===== src/rtl/ar_tag_allocator_if.sv =====
// AR channel bundle between the ordering logic, the tag allocator and the outgoing request buffer.
interface ar_if #(
  parameter int unsigned ID_WIDTH   = 4,
  parameter int unsigned ADDR_WIDTH = 32,
  parameter int unsigned LEN_WIDTH  = 8,
  parameter int unsigned TAG_WIDTH  = 4
) ();
  logic                  valid;
  logic                  ready;
  logic [ID_WIDTH-1:0]   id;
  logic [ADDR_WIDTH-1:0] addr;
  logic [LEN_WIDTH-1:0]  len;
  logic [2:0]            size;
  logic [1:0]            burst;
  logic [3:0]            qos;
  logic [TAG_WIDTH-1:0]  tagid;

  modport sender (output valid, id, addr, len, size, burst, qos, tagid, input ready);
  modport receiver (input valid, id, addr, len, size, burst, qos, tagid, output ready);
endinterface


===== src/rtl/ar_tag_allocator.sv =====
// Assigns a free internal tag to each AR request, enforces a per-ID outstanding limit and
// registers the tagged request. Optional statistics counters are enabled by AR_TAG_STATS_EN.
module ar_tag_allocator #(
  parameter int unsigned ID_WIDTH   = 4,
  parameter int unsigned ADDR_WIDTH = 32,
  parameter int unsigned LEN_WIDTH  = 8,
  parameter int unsigned TAG_WIDTH  = 4,
  parameter int unsigned NUM_TAGS   = 16,
  parameter int unsigned MAX_PER_ID = 4
) (
  input  logic                 clk,
  input  logic                 rst,
  ar_if.receiver               in_if,
  ar_if.sender                 out_if,
  input  logic                 free_valid,
  input  logic [TAG_WIDTH-1:0] free_tag,
  output logic [TAG_WIDTH:0]   outstanding,
  output logic                 err_double_free,
  output logic [31:0]          stall_cycles,
  output logic [31:0]          alloc_count
);

  localparam int unsigned NumIds = 2 ** ID_WIDTH;
  localparam int unsigned CntW   = $clog2(MAX_PER_ID + 1);

  localparam logic [CntW-1:0]    MaxCnt   = CntW'(MAX_PER_ID);
  localparam logic [CntW-1:0]    CntOne   = CntW'(1);
  localparam logic [TAG_WIDTH:0] NumTagsW = (TAG_WIDTH + 1)'(NUM_TAGS);
  localparam logic [TAG_WIDTH:0] OutOne   = (TAG_WIDTH + 1)'(1);

  logic [NUM_TAGS-1:0] tag_free_q, tag_free_d;
  logic [ID_WIDTH-1:0] tag_owner_q [NUM_TAGS];
  logic [CntW-1:0]     id_cnt_q [NumIds];
  logic [CntW-1:0]     id_cnt_d [NumIds];
  logic [TAG_WIDTH:0]  outstanding_q, outstanding_d;
  logic                err_q;

  logic                  out_valid_q;
  logic [ID_WIDTH-1:0]   out_id_q;
  logic [ADDR_WIDTH-1:0] out_addr_q;
  logic [LEN_WIDTH-1:0]  out_len_q;
  logic [2:0]            out_size_q;
  logic [1:0]            out_burst_q;
  logic [3:0]            out_qos_q;
  logic [TAG_WIDTH-1:0]  out_tag_q;

  logic [TAG_WIDTH-1:0] alloc_tag;
  logic [ID_WIDTH-1:0]  free_owner;
  logic any_free, id_ok, can_load, accept, free_in_range, free_hit;
  logic unused_tagid;

  assign unused_tagid  = ^in_if.tagid;
  assign any_free      = |tag_free_q;
  assign id_ok         = id_cnt_q[in_if.id] < MaxCnt;
  assign can_load      = ~out_valid_q | out_if.ready;
  assign in_if.ready   = any_free & id_ok & can_load;
  assign accept        = in_if.valid & in_if.ready;
  assign free_in_range = {1'b0, free_tag} < NumTagsW;
  assign free_hit      = free_valid & free_in_range & ~tag_free_q[free_tag];
  assign free_owner    = tag_owner_q[free_tag];

  // Lowest-index free tag wins.
  always_comb begin
    alloc_tag = '0;
    for (int i = NUM_TAGS - 1; i >= 0; i--) begin
      if (tag_free_q[i]) alloc_tag = TAG_WIDTH'(i);
    end
  end

  // A valid release always names an allocated tag, so it never collides with alloc_tag.
  always_comb begin
    tag_free_d    = tag_free_q;
    id_cnt_d      = id_cnt_q;
    outstanding_d = outstanding_q;
    if (accept) begin
      tag_free_d[alloc_tag] = 1'b0;
      id_cnt_d[in_if.id]    = id_cnt_d[in_if.id] + CntOne;
      outstanding_d         = outstanding_d + OutOne;
    end
    if (free_hit) begin
      tag_free_d[free_tag]  = 1'b1;
      id_cnt_d[free_owner]  = id_cnt_d[free_owner] - CntOne;
      outstanding_d         = outstanding_d - OutOne;
    end
  end

  always_ff @(posedge clk) begin
    if (!rst) begin
      tag_free_q    <= '1;
      id_cnt_q      <= '{default: '0};
      outstanding_q <= '0;
      err_q         <= 1'b0;
      out_valid_q   <= 1'b0;
      out_id_q      <= '0;
      out_addr_q    <= '0;
      out_len_q     <= '0;
      out_size_q    <= '0;
      out_burst_q   <= '0;
      out_qos_q     <= '0;
      out_tag_q     <= '0;
    end else begin
      tag_free_q    <= tag_free_d;
      id_cnt_q      <= id_cnt_d;
      outstanding_q <= outstanding_d;
      err_q         <= free_valid & ~free_hit;
      if (accept) begin
        out_valid_q <= 1'b1;
        out_id_q    <= in_if.id;
        out_addr_q  <= in_if.addr;
        out_len_q   <= in_if.len;
        out_size_q  <= in_if.size;
        out_burst_q <= in_if.burst;
        out_qos_q   <= in_if.qos;
        out_tag_q   <= alloc_tag;
      end else if (out_if.ready) begin
        out_valid_q <= 1'b0;
      end
    end
  end

  // Owner entries are only read for allocated tags, so they need no reset.
  always_ff @(posedge clk) begin
    if (accept) tag_owner_q[alloc_tag] <= in_if.id;
  end

  assign out_if.valid    = out_valid_q;
  assign out_if.id       = out_id_q;
  assign out_if.addr     = out_addr_q;
  assign out_if.len      = out_len_q;
  assign out_if.size     = out_size_q;
  assign out_if.burst    = out_burst_q;
  assign out_if.qos      = out_qos_q;
  assign out_if.tagid    = out_tag_q;
  assign outstanding     = outstanding_q;
  assign err_double_free = err_q;

`ifdef AR_TAG_STATS_EN
  logic [31:0] stall_cycles_q, alloc_count_q;

  always_ff @(posedge clk) begin
    if (!rst) begin
      stall_cycles_q <= '0;
      alloc_count_q  <= '0;
    end else begin
      if (in_if.valid & ~in_if.ready) stall_cycles_q <= stall_cycles_q + 32'd1;
      if (accept) alloc_count_q <= alloc_count_q + 32'd1;
    end
  end

  assign stall_cycles = stall_cycles_q;
  assign alloc_count  = alloc_count_q;
`else
  assign stall_cycles = '0;
  assign alloc_count  = '0;
`endif

endmodule


===== src/flat_wrapper.sv =====
// flat-port wrapper written by rule: the top's interface ports become plain ports
module ar_tag_allocator_flat 
#(
  parameter int unsigned ID_WIDTH   = 4,
  parameter int unsigned ADDR_WIDTH = 32,
  parameter int unsigned LEN_WIDTH  = 8,
  parameter int unsigned TAG_WIDTH  = 4,
  parameter int unsigned NUM_TAGS   = 16,
  parameter int unsigned MAX_PER_ID = 4
)
  (clk, rst, free_valid, free_tag, outstanding, err_double_free, stall_cycles, alloc_count, in_if_valid, in_if_id, in_if_addr, in_if_len, in_if_size, in_if_burst, in_if_qos, in_if_tagid, in_if_ready, out_if_valid, out_if_id, out_if_addr, out_if_len, out_if_size, out_if_burst, out_if_qos, out_if_tagid, out_if_ready);
  ar_if #(.ID_WIDTH(ID_WIDTH), .ADDR_WIDTH(ADDR_WIDTH), .LEN_WIDTH(LEN_WIDTH), .TAG_WIDTH(TAG_WIDTH)) in_if_i ();
  ar_if #(.ID_WIDTH(ID_WIDTH), .ADDR_WIDTH(ADDR_WIDTH), .LEN_WIDTH(LEN_WIDTH), .TAG_WIDTH(TAG_WIDTH)) out_if_i ();
  input  logic clk;
  input  logic rst;
  input  logic free_valid;
  input  logic [TAG_WIDTH-1:0] free_tag;
  output logic [TAG_WIDTH:0] outstanding;
  output logic err_double_free;
  output logic [31:0] stall_cycles;
  output logic [31:0] alloc_count;
  input wire logic [$bits(in_if_i.valid)-1:0] in_if_valid;
  input wire logic [$bits(in_if_i.id)-1:0] in_if_id;
  input wire logic [$bits(in_if_i.addr)-1:0] in_if_addr;
  input wire logic [$bits(in_if_i.len)-1:0] in_if_len;
  input wire logic [$bits(in_if_i.size)-1:0] in_if_size;
  input wire logic [$bits(in_if_i.burst)-1:0] in_if_burst;
  input wire logic [$bits(in_if_i.qos)-1:0] in_if_qos;
  input wire logic [$bits(in_if_i.tagid)-1:0] in_if_tagid;
  output wire logic [$bits(in_if_i.ready)-1:0] in_if_ready;
  output wire logic [$bits(out_if_i.valid)-1:0] out_if_valid;
  output wire logic [$bits(out_if_i.id)-1:0] out_if_id;
  output wire logic [$bits(out_if_i.addr)-1:0] out_if_addr;
  output wire logic [$bits(out_if_i.len)-1:0] out_if_len;
  output wire logic [$bits(out_if_i.size)-1:0] out_if_size;
  output wire logic [$bits(out_if_i.burst)-1:0] out_if_burst;
  output wire logic [$bits(out_if_i.qos)-1:0] out_if_qos;
  output wire logic [$bits(out_if_i.tagid)-1:0] out_if_tagid;
  input wire logic [$bits(out_if_i.ready)-1:0] out_if_ready;
  assign in_if_i.valid = in_if_valid;
  assign in_if_i.id = in_if_id;
  assign in_if_i.addr = in_if_addr;
  assign in_if_i.len = in_if_len;
  assign in_if_i.size = in_if_size;
  assign in_if_i.burst = in_if_burst;
  assign in_if_i.qos = in_if_qos;
  assign in_if_i.tagid = in_if_tagid;
  assign in_if_ready = in_if_i.ready;
  assign out_if_valid = out_if_i.valid;
  assign out_if_id = out_if_i.id;
  assign out_if_addr = out_if_i.addr;
  assign out_if_len = out_if_i.len;
  assign out_if_size = out_if_i.size;
  assign out_if_burst = out_if_i.burst;
  assign out_if_qos = out_if_i.qos;
  assign out_if_tagid = out_if_i.tagid;
  assign out_if_i.ready = out_if_ready;
  ar_tag_allocator #(.ID_WIDTH(ID_WIDTH), .ADDR_WIDTH(ADDR_WIDTH), .LEN_WIDTH(LEN_WIDTH), .TAG_WIDTH(TAG_WIDTH), .NUM_TAGS(NUM_TAGS), .MAX_PER_ID(MAX_PER_ID)) u_core (.clk(clk), .rst(rst), .in_if(in_if_i), .out_if(out_if_i), .free_valid(free_valid), .free_tag(free_tag), .outstanding(outstanding), .err_double_free(err_double_free), .stall_cycles(stall_cycles), .alloc_count(alloc_count));
endmodule

===== config.mk =====
export PLATFORM = sky130hd
export DESIGN_NAME = ar_tag_allocator_flat
export DESIGN_NICKNAME = d
export VERILOG_FILES = /design/src/rtl/ar_tag_allocator_if.sv /design/src/rtl/ar_tag_allocator.sv /design/src/flat_wrapper.sv
export SDC_FILE = /design/constraint.sdc
export NUM_CORES = 1
export LEC_CHECK = 0
export ABC_AREA = 1
export CAP_MARGIN = 20
export CELL_PAD_IN_SITES_DETAIL_PLACEMENT = 0
export CELL_PAD_IN_SITES_GLOBAL_PLACEMENT = 1
export CORE_AREA = 3 3 154 141
export CTS_BUF_LIST = sky130_fd_sc_hd__clkbuf_16
export DETAILED_ROUTE_END_ITERATION = 6
export DIE_AREA = 0 0 157 144
export DONT_BUFFER_PORTS = 1
export PLACE_DENSITY_LB_ADDON = 0.1
export SETUP_SLACK_MARGIN = 0.2
export SYNTH_ARGS = -nofsm -noshare
export SYNTH_HDL_FRONTEND = slang
export SYNTH_SLANG_ARGS = --single-unit

===== constraint.sdc =====
create_clock -name clk -period 10.3 [get_ports clk]
set_input_delay 2.575 -clock clk [delete_from_list [all_inputs] [get_ports clk]]
set_output_delay 2.575 -clock clk [all_outputs]
set_load 0.02 [all_outputs]

==> results of run 1 <==
metrics by stage:
stage / area [µm²] / hold slack [ps] / total power, µW / utilization [%] / setup slack (ps)
after floorplan: 10300 / 477 / 1080 / - / 4110
after global placement: 9890 / 496 / 1120 / 49.3 / 3440
after detailed placement: 9890 / 507 / 1120 / 49.3 / 3430
after CTS: 10500 / 519 / 1780 / 52.3 / 3710
after global routing: 10500 / 548 / 1850 / 52.3 / 3530
final: 10500 / 526 / 1780 / 52.3 / 3690
flip-flops by register name, indices dropped and copies added, names as in the netlist:
register	count
u_core.out_if.addr	32
u_core.out_if.tagid	4
u_core.id_cnt_q	48
u_core.out_if.qos	4
u_core.out_if.burst	2
u_core.out_if.id	4
u_core.outstanding	5
u_core.out_if.len	8
u_core.out_if.size	3
u_core.tag_owner_q	64
u_core.tag_free_q	16
u_core.err_double_free	1
u_core.out_if.valid	1
final timing paths:
check / cells after the start / slack, ps / to / start
min reg2reg: 2 / 530 / u_core.tag_free_q[14] / u_core.tag_free_q[14]
max: 10 / 3690 / in_if_ready / in_if_id[0]
max reg2reg: 18 / 5830 / u_core.id_cnt_q[25] / u_core.tag_free_q[7]
min: 2 / 530 / u_core.tag_free_q[14] / u_core.tag_free_q[14]
cell type report:
cell class	count	area (µm²)	share of cell area (%)
tap	255	319	3.04
clock buffer	17	425	4.05
multi-input combinational	892	4540	43.3
clock inverter	15	179	1.71
inverter	132	495	4.72
timing repair buffer	6	45.0	0.429
sequential	192	4480	42.7
metal layers:
| layer | track usage, % | wire length, µm | part of all wire [%] |
|---|---|---|---|
| met1 | 35.9 | 13100 | 47 |
| met2 | 36.2 | 11800 | 42 |
| met3 | 7.48 | 2610 | 9.4 |
| met4 | 5.02 | 300 | 1.1 |
| met5 | 0 | 0 | 0 |
critical path: stages:
cell and delay, ps:
inv_2 110, nand2_1 90, nand2_1 50, nand2_1 160
nand2_1 70, nand2_1 80, nand2_2 120, nor2_8 390
nand2_1 150, inv_1 220
synthesized netlist by cell type (7+ instances only):
cell type / number / share of area (%)
nand2_1: 334 / 12
dfxtp_1: 128 / 25
inv_1: 116 / 4.3
a21oi_1: 105 / 5.2
nor2_1: 86 / 3.2
buf_4: 73 / 5.4
o21ai_0: 73 / 3.6
edfxtp_1: 64 / 19
a22oi_1: 40 / 3.0
nand3_1: 36 / 1.8
clkbuf_1: 29 / 1.1
mux2i_1: 16 / 1.6
o211ai_1: 16 / 1.2
nor2_2: 15 / 0.93
nand4_1: 14 / 0.87
inv_2: 12 / 0.45
nand3_2: 11 / 1.1
buf_2: 8 / 0.40
nand2_2: 8 / 0.50
nor2_4: 8 / 0.90
o22ai_1: 8 / 0.50
o21ai_1: 7 / 0.35
layout by cell type (no fill, tap or decap), types with 5 or more instances in the layout:
| master | synthesis | final |
|---|---|---|
| a21oi_1 | 105 | 105 |
| a22oi_1 | 40 | 40 |
| buf_4 | 73 | 6 |
| clkbuf_16 | 0 | 17 |
| conb_1 | 1 | 64 |
| dfxtp_1 | 128 | 128 |
| edfxtp_1 | 64 | 64 |
| inv_1 | 116 | 115 |
| inv_2 | 12 | 13 |
| mux2i_1 | 16 | 16 |
| nand2_1 | 334 | 334 |
| nand2_2 | 8 | 8 |
| nand3_1 | 36 | 36 |
| nand3_2 | 11 | 11 |
| nand4_1 | 14 | 14 |
| nand4_2 | 5 | 5 |
| nor2_1 | 86 | 86 |
| nor2_2 | 15 | 15 |
| nor2_4 | 8 | 8 |
| o211ai_1 | 16 | 16 |
| o21ai_0 | 73 | 73 |
| o21ai_1 | 7 | 7 |
| o22ai_1 | 8 | 8 |
logic make-up (layout without fill, tap and decap cells):
logic type,Yosys count,count (layout),share of synthesized area (%)
AND/OR/NAND/NOR,531,531,24.2
AO/OA/AOI/OAI,274,274,16.2
buffers and inverters,248,170,12.6
flip-flops,192,192,44.6
multiplexers,16,16,1.59
adder cells (fa/ha/maj),4,4,0.498
XOR/XNOR,3,3,0.261
other,1,64,0.0373
power breakdown:
part / switching, µW / internal [µW] / total (µW) / leakage, µW
sequential: 41.5 / 809 / 850 / 0.00162
clock: 332 / 339 / 671 / 0.000296
combinational: 198 / 61.0 / 259 / 0.00271
total: 571 / 1210 / 1780 / 0.00463
==> results.toml, run 1 <==
[final_layout]
antenna_cells = 0
drive_above_1_share_pct = 9.41
fillerInstances = 1974
instances_no_fill = 1509
nets = 1311
area_growth_pct = 4.34

[routing]
wl_um = 27800
drtAntennaViolNets = 0
vias = 8147
initialDrtViolationCount = 700
dr.pass1.iters = 7
drc = 0
viasPerCell = 5.40
routedWlPerCell_um = 18.4

[timing]
maxSlewHeadroom_pct = 40.4
period_share_pct = 64.2
slew_violations = 0
fin_setup_tns_ps = 0
setup_viol = 0
fin_crit_ps = 6610
hold_violations = 0
skew_ps = 18.1
fmax_mhz = 151
rsz0062_at_grt = "no"
tightest_slew_ps = 894

[synth]
syn-cell-area_um2 = 10100
ys_types = 48
yosysWarnings = 0
syn-instance-count = 1269
ys_seq_area_share_pct = 44.6
ys_ff_latch = 192
synthArstFlopShare_pct = 0
synth_edf_count = 64
syn_avg_cell_area_um2 = 7.92
synth_ff_type = "dfxtp_1"

[clock_tree]
cts_tree = "built"
post_cts_resized = 0
cts.sink_count = 192
cts_root_buffer = "clkbuf_16"
path_clk_slew_ps = 80
hold_buffers = 0
cts_max_path_buffers = 2
clock_latency_ps = 440
cts_buffers = 17
cts.htree.levels = 4
post_cts_buffers = 0

[setup_path]
path_max_fanout = 29
worstSetupEndpointType = "output pin"
critical_path_class = "input port to output pin"
start_kind = "input port"
arrival_ps = 4040
crit_required_ps = 7730

[floorplanning]
core_area_um2 = 20000
die_h_um = 144
fp.dieW_um = 157
die-area_um2 = 22600
placement_rows = 49
io-pin-count = 195
initial_utilization_pct = 50.2

[place]
gp_congestion = 0.872
portBuffers = 0
dp.cells = 1477
hpwl_um = 18700

[worst_hold_path]
hold_class = "flop to flop"

[status]
status = "finished clean"

[global_route]
grt_overflow = 0
grt_pass1_wl_um = 42800
first_global_vias = 7659
grt_max_degree = 77
grt_util_all_layers_pct = 24.6
antenna_found_initial = 0

[run]
cap_violations = 0

[power]
peakVddDrop_mv = 0.126
leakagePower_uw = 0.00463
p_per_area_nw_per_um2 = 170
Note: power is estimated with default switching activity, not from simulation.
==> run 2, diff against run 1 <==
CORE_AREA = 3 3 168 153   (was 3 3 154 141)
DIE_AREA = 0 0 171 156   (was 0 0 157 144)
clock period = 5.7 ns   (was 10.3 ns; I/O delays follow)
==> run 2 against run 1 <==
  * Hold slack worse by 17 ps
  * Core utilization down 8.5 points
  * Cell area up 1.1%
  * Via count decreased by 1.1%
  * Highest routed layer unchanged
  * Clock power grew 79%
==> results.toml, run 2 (synthesis gave the netlist of run 1 again) <==
[status]
status = "finished clean"

[global_route]
grt_max_degree = 77
grt_overflow = 0
antenna_found_initial = 0
first_global_vias = 7694
grt_pass1_wl_um = 44300
grt_util_all_layers_pct = 21.6

[timing]
fin_setup_tns_ps = 0
fmax_mhz = 207
fin_crit_ps = 4840
period_share_pct = 84.9
skew_ps = 18.6
slew_violations = 0
tightest_slew_ps = 910
hold_violations = 0
maxSlewHeadroom_pct = 39.4
setup_viol = 0
rsz0062_at_grt = "no"

[place]
dp.cells = 1538
placed_area_um2 = 10000
hpwl_um = 19600
portBuffers = 0
gp_congestion = 0.839

[power]
p_per_area_nw_per_um2 = 303
power.share.combinational_pct = 15.0
clock_power_share_pct = 37.2
switching_power_uw = 1040
p_int_uw = 2170
seq_power_share_pct = 47.8
switching_share_pct = 32.4
peakVddDrop_mv = 0.149
leakagePower_uw = 0.00466

[final_layout]
area_growth_pct = 5.49
design_area_um2 = 10600
final_cell_mix = "nand2_1, dfxtp_1, inv_1, a21oi_1, nor2_1"
largest_reg_flops = 64
antenna_cells = 0
nets = 1319
instances_no_fill = 1570
fillerInstances = 2432
layout_commonest_cell = "nand2_1"
drive_above_1_share_pct = 9.98
top_register = "u_core.tag_owner_q"

[floorplanning]
fp.dieW_um = 171
core_area_um2 = 24200
initial_utilization_pct = 41.6
die_h_um = 156
placement_rows = 54
die-area_um2 = 26700
io-pin-count = 195

[clock_tree]
cts_root_buffer = "clkbuf_16"
cts.htree.levels = 4
clock_latency_ps = 450
cts_tree = "built"
post_cts_resized = 0
path_clk_slew_ps = 90
cts.sink_count = 192
hold_buffers = 0
post_cts_buffers = 0
cts_max_path_buffers = 2
cts_buffers = 17

[routing]
drtAntennaViolNets = 0
viasPerCell = 5.13
drc = 0
vias = 8059
initialDrtViolationCount = 670
dr.pass1.iters = 5
wl_um = 28800
routedWlPerCell_um = 18.4

[setup_path]
critical_path_class = "input port to flop"
path_max_fanout = 29
crit_required_ps = 6090
worstSetupEndpointType = "flop"
start_kind = "input port"
arrival_ps = 5230

[worst_hold_path]
hold_class = "flop to flop"

[run]
cap_violations = 0
## run 2: cell types whose count changed in the layout (fill, tap and decap cells not counted), sizes merged
cell    before  now
buf          6   14
bufinv       1    0
inv        135  136
## run 2: path summary, 6_finish.rpt
kind              slack, ps                    end                   from  depth (start not counted)
hold reg to reg         510  u_core.tag_free_q[14]  u_core.tag_free_q[14]                          2
hold / removal          510  u_core.tag_free_q[14]  u_core.tag_free_q[14]                          2
setup / recovery        860    u_core.id_cnt_q[22]            in_if_id[0]                         21
setup reg to reg       1530    u_core.id_cnt_q[22]  u_core.tag_free_q[11]                         17
## run 2: area by class of cell
cell class | instances | area [µm²] | area share, %
inverters | 132 | 495 | 4.67
clock inverters | 15 | 165 | 1.56
flip-flops and latches | 192 | 4480 | 42.3
clock buffers | 17 | 425 | 4.01
repair buffers | 14 | 105 | 0.991
well taps | 308 | 385 | 3.63
multi-input cells | 892 | 4550 | 42.9
## run 2: stage by stage
| step | total power (µW) | util [%] | setup slack, ps | hold WS, ps |
|---|---|---|---|---|
| global route | 3350 | 43.9 | 500 | 564 |
| CTS | 3240 | 43.9 | 971 | 511 |
| floorplan | 1950 | - | 943 | 477 |
| finish | 3210 | 43.9 | 859 | 509 |
| global placement | 2050 | 41.4 | 517 | 497 |
| detailed placement | 2040 | 41.4 | 505 | 503 |
## run 2: power groups by stage
stage | registers [µW] | clock network (µW) | logic (µW)
global placement | 1570 | 0 | 477
finish | 1540 | 1200 | 482
CTS | 1540 | 1230 | 478
floorplan | 1550 | 0 | 396
global route | 1540 | 1270 | 535
detailed placement | 1570 | 0 | 476
## run 2: worst max-delay path, stage by stage
cell,delay (ps)
inv_2,110
nand2_1,100
nand2_1,50
nand2_1,50
nand2_1,70
nand2_1,80
nand2_2,100
nor2_8,380
nand4_1,310
clkinv_1,150
o21ai_0,120
nand2_1,80
nand2_1,80
o21ai_1,240
nand2_1,130
nor2_4,530
inv_1,90
ha_1,340
inv_1,430
o21ai_0,190
a21oi_1,130
## run 2: metal layers
layer | global-route usage (%) | part of all wire [%] | vias to the layer above
met4 | 5.75 | 1.2 | 0
met1 | 31.6 | 47 | 3679
li1 | - | - | 4040
met2 | 32.1 | 43 | 315
met3 | 4.97 | 8.4 | 25
met5 | 0.725 | 0 | -
==> run 3, diff against run 2 <==
CORE_AREA = 3 3 159 145   (was 3 3 168 153)
DIE_AREA = 0 0 162 148   (was 0 0 171 156)
clock period = 4.6 ns   (was 5.7 ns; I/O delays follow)
==> run 3 against run 2 <==
  * Via count is 2.4% higher
  * Critical endpoint is now u_core.id_cnt_q[31]
  * Non-clock buffer count is 19 higher
  * Register-to-register slack worse by 490 ps
  * Total power is 25% higher
  * Core utilization is 6.0 points higher
  * Sequential share of layout area is 0.55 points lower
  * First-iteration DRC count is 7.5% lower
  * Hold slack better by 10 ps
  * Largest cell class unchanged
  * Clock power is 25% higher
  * Flip-flop and latch count stayed put
  * Largest power group unchanged
  * Sequential power is 23% higher
  * Die area is 10% lower
==> results.toml, run 3 (synthesis gave the netlist of run 1 again) <==
[status]
status = "finished clean"

[setup_path]
slowest_stage = "or4_1"
r2r_setup_slack_ps = 1040
critical_path_class = "input port to flop"
start_kind = "input port"
crit_chain = "inv_2 > nor2_2 > a22oi_1 > a21oi_1 > or4_1 > ha_1 > buf_4 > mux2i_1 > a22o_1 > o21ai_0 > nand3b_1 > ha_1 > clkinvlp_4 > buf_4 > o21ai_0 > a21oi_1"
slowest_delay_ps = 520
rr_worst_depth = 20
arrival_ps = 4410
path_max_fanout = 29
crit_path_end = "u_core.id_cnt_q[31]"
cp-startpoint = "in_if_id[0]"
crit_required_ps = 4920
r2r_end = "u_core.id_cnt_q[31]"
worstReg2RegStart = "u_core.tag_free_q[5]"
worstSetupEndpointType = "flop"

[global_route]
grt_max_degree = 77
grt_util_all_layers_pct = 23.8
antenna_found_initial = 0
grt_pass1_wl_um = 44200
first_global_vias = 7806
grt_overflow = 0

[clock_tree]
cts.htree.levels = 4
hold_buffers = 0
cts_root_buffer = "clkbuf_16"
path_clk_slew_ps = 70
clock_latency_ps = 450
cts_buffers = 17
cts.sink_count = 192
cts_tree = "built"
cts_max_path_buffers = 2

[floorplanning]
die-area_um2 = 24000
initial_utilization_pct = 46.6
die_h_um = 148
core_area_um2 = 21600
fp.dieW_um = 162
placement_rows = 51
io-pin-count = 195

[routing]
wl_met2_um = 12100
dr.pass1.iters = 5
wl_um = 28100
drc = 0
initialDrtViolationCount = 620
vias = 8252
wl_met1_um = 12900
drtAntennaViolNets = 0
routed.top_layer = "met4"
routedWlPerCell_um = 17.9
viasPerCell = 5.25
met3_length_um = 2670

[final_layout]
fillerInstances = 2172
final_cell_mix = "nand2_1, dfxtp_1, inv_1, a21oi_1, nor2_1"
area_growth_pct = 6.87
design_area_um2 = 10700
antenna_cells = 0
layout_commonest_cell = "nand2_1"
nets = 1338
top_register = "u_core.tag_owner_q"
drive_above_1_share_pct = 11.4
largest_reg_flops = 64

[timing]
period_share_pct = 89.0
hold_ws_ps = 519
setup_viol = 0
tightest_slew_ps = 918
fmax_mhz = 244
fin_setup_tns_ps = 0
maxSlewHeadroom_pct = 38.8
skew_ps = 18.9
rsz0062_at_grt = "no"
hold_violations = 0
fin_crit_ps = 4090
slew_violations = 0

[worst_hold_path]
hold_class = "flop to flop"

[power]
peakVddDrop_mv = 0.203
p_per_area_nw_per_um2 = 375
leakagePower_uw = 0.00475

[run]
cap_violations = 0

[place]
hpwl_um = 19900
placed_area_um2 = 10100
gp_congestion = 0.884
portBuffers = 0
-- run 3: cell count changes in the layout (fill, tap and decap cells not counted), sizes merged --
cell,previous run,this run
buf,14,33
clkinv,10,11
inv,136,135
-- run 3: worst max-delay path, delay by kind of cell --
family                   cells  cell delay, ps
multiplexers                 1             110
adder cells (fa/ha/maj)      2             810
AND/OR/NAND/NOR              3             740
AO/OA/AOI/OAI                6             920
buffers and inverters        4             670
-- run 3: cell type report --
| class | count | area, µm² | share of cell area, % |
|---|---|---|---|
| multi-input cells | 892 | 4550 | 42.3 |
| flip-flops and latches | 192 | 4480 | 41.7 |
| inverters | 132 | 499 | 4.65 |
| clock buffers | 17 | 425 | 3.96 |
| well taps | 291 | 364 | 3.39 |
| repair buffers | 33 | 260 | 2.42 |
| clock inverters | 15 | 166 | 1.55 |
-- run 3: worst min-delay path by stage --
stage                               start                    end  depth (start not counted)
finish              u_core.tag_free_q[14]  u_core.tag_free_q[14]                          2
global route        u_core.tag_free_q[14]  u_core.tag_free_q[14]                          2
CTS                 u_core.tag_free_q[14]  u_core.tag_free_q[14]                          2
detailed placement  u_core.tag_free_q[14]  u_core.tag_free_q[14]                          2
global placement    u_core.tag_free_q[14]  u_core.tag_free_q[14]                          2
floorplan           u_core.tag_free_q[14]  u_core.tag_free_q[14]                          2
-- run 3: through the flow --
stage                     worst slack [ps]  total power [µW]  utilization [%]  instances
final                                  508              4030             49.8       1572
after global routing                   282              4200             49.8       1572
after CTS                              444              4020             49.7       1569
after detailed placement             -9.04              2540             47.0       1537
after global placement                5.14              2540             47.0       1537
after floorplan                        226              2420                -       1332
-- run 3: per-layer routing --
metal	GRT usage [%]	vias to the layer above
met5	0	-
met4	6.48	0
met3	6.89	32
met2	35.0	346
met1	34.4	3788
li1	-	4086
-- run 3: what timing repair did --
| action | CTS | global route |
|---|---|---|
| buffers inserted | 0 | 2 |
| gates resized for setup | 0 | 1 |
| setup endpoints to repair | 0 | 13 |
-- run 3: power by group --
group | switching (µW) | internal (µW)
sequential | 93.1 | 1810
clock | 765 | 731
combinational | 445 | 183
total | 1300 | 2720
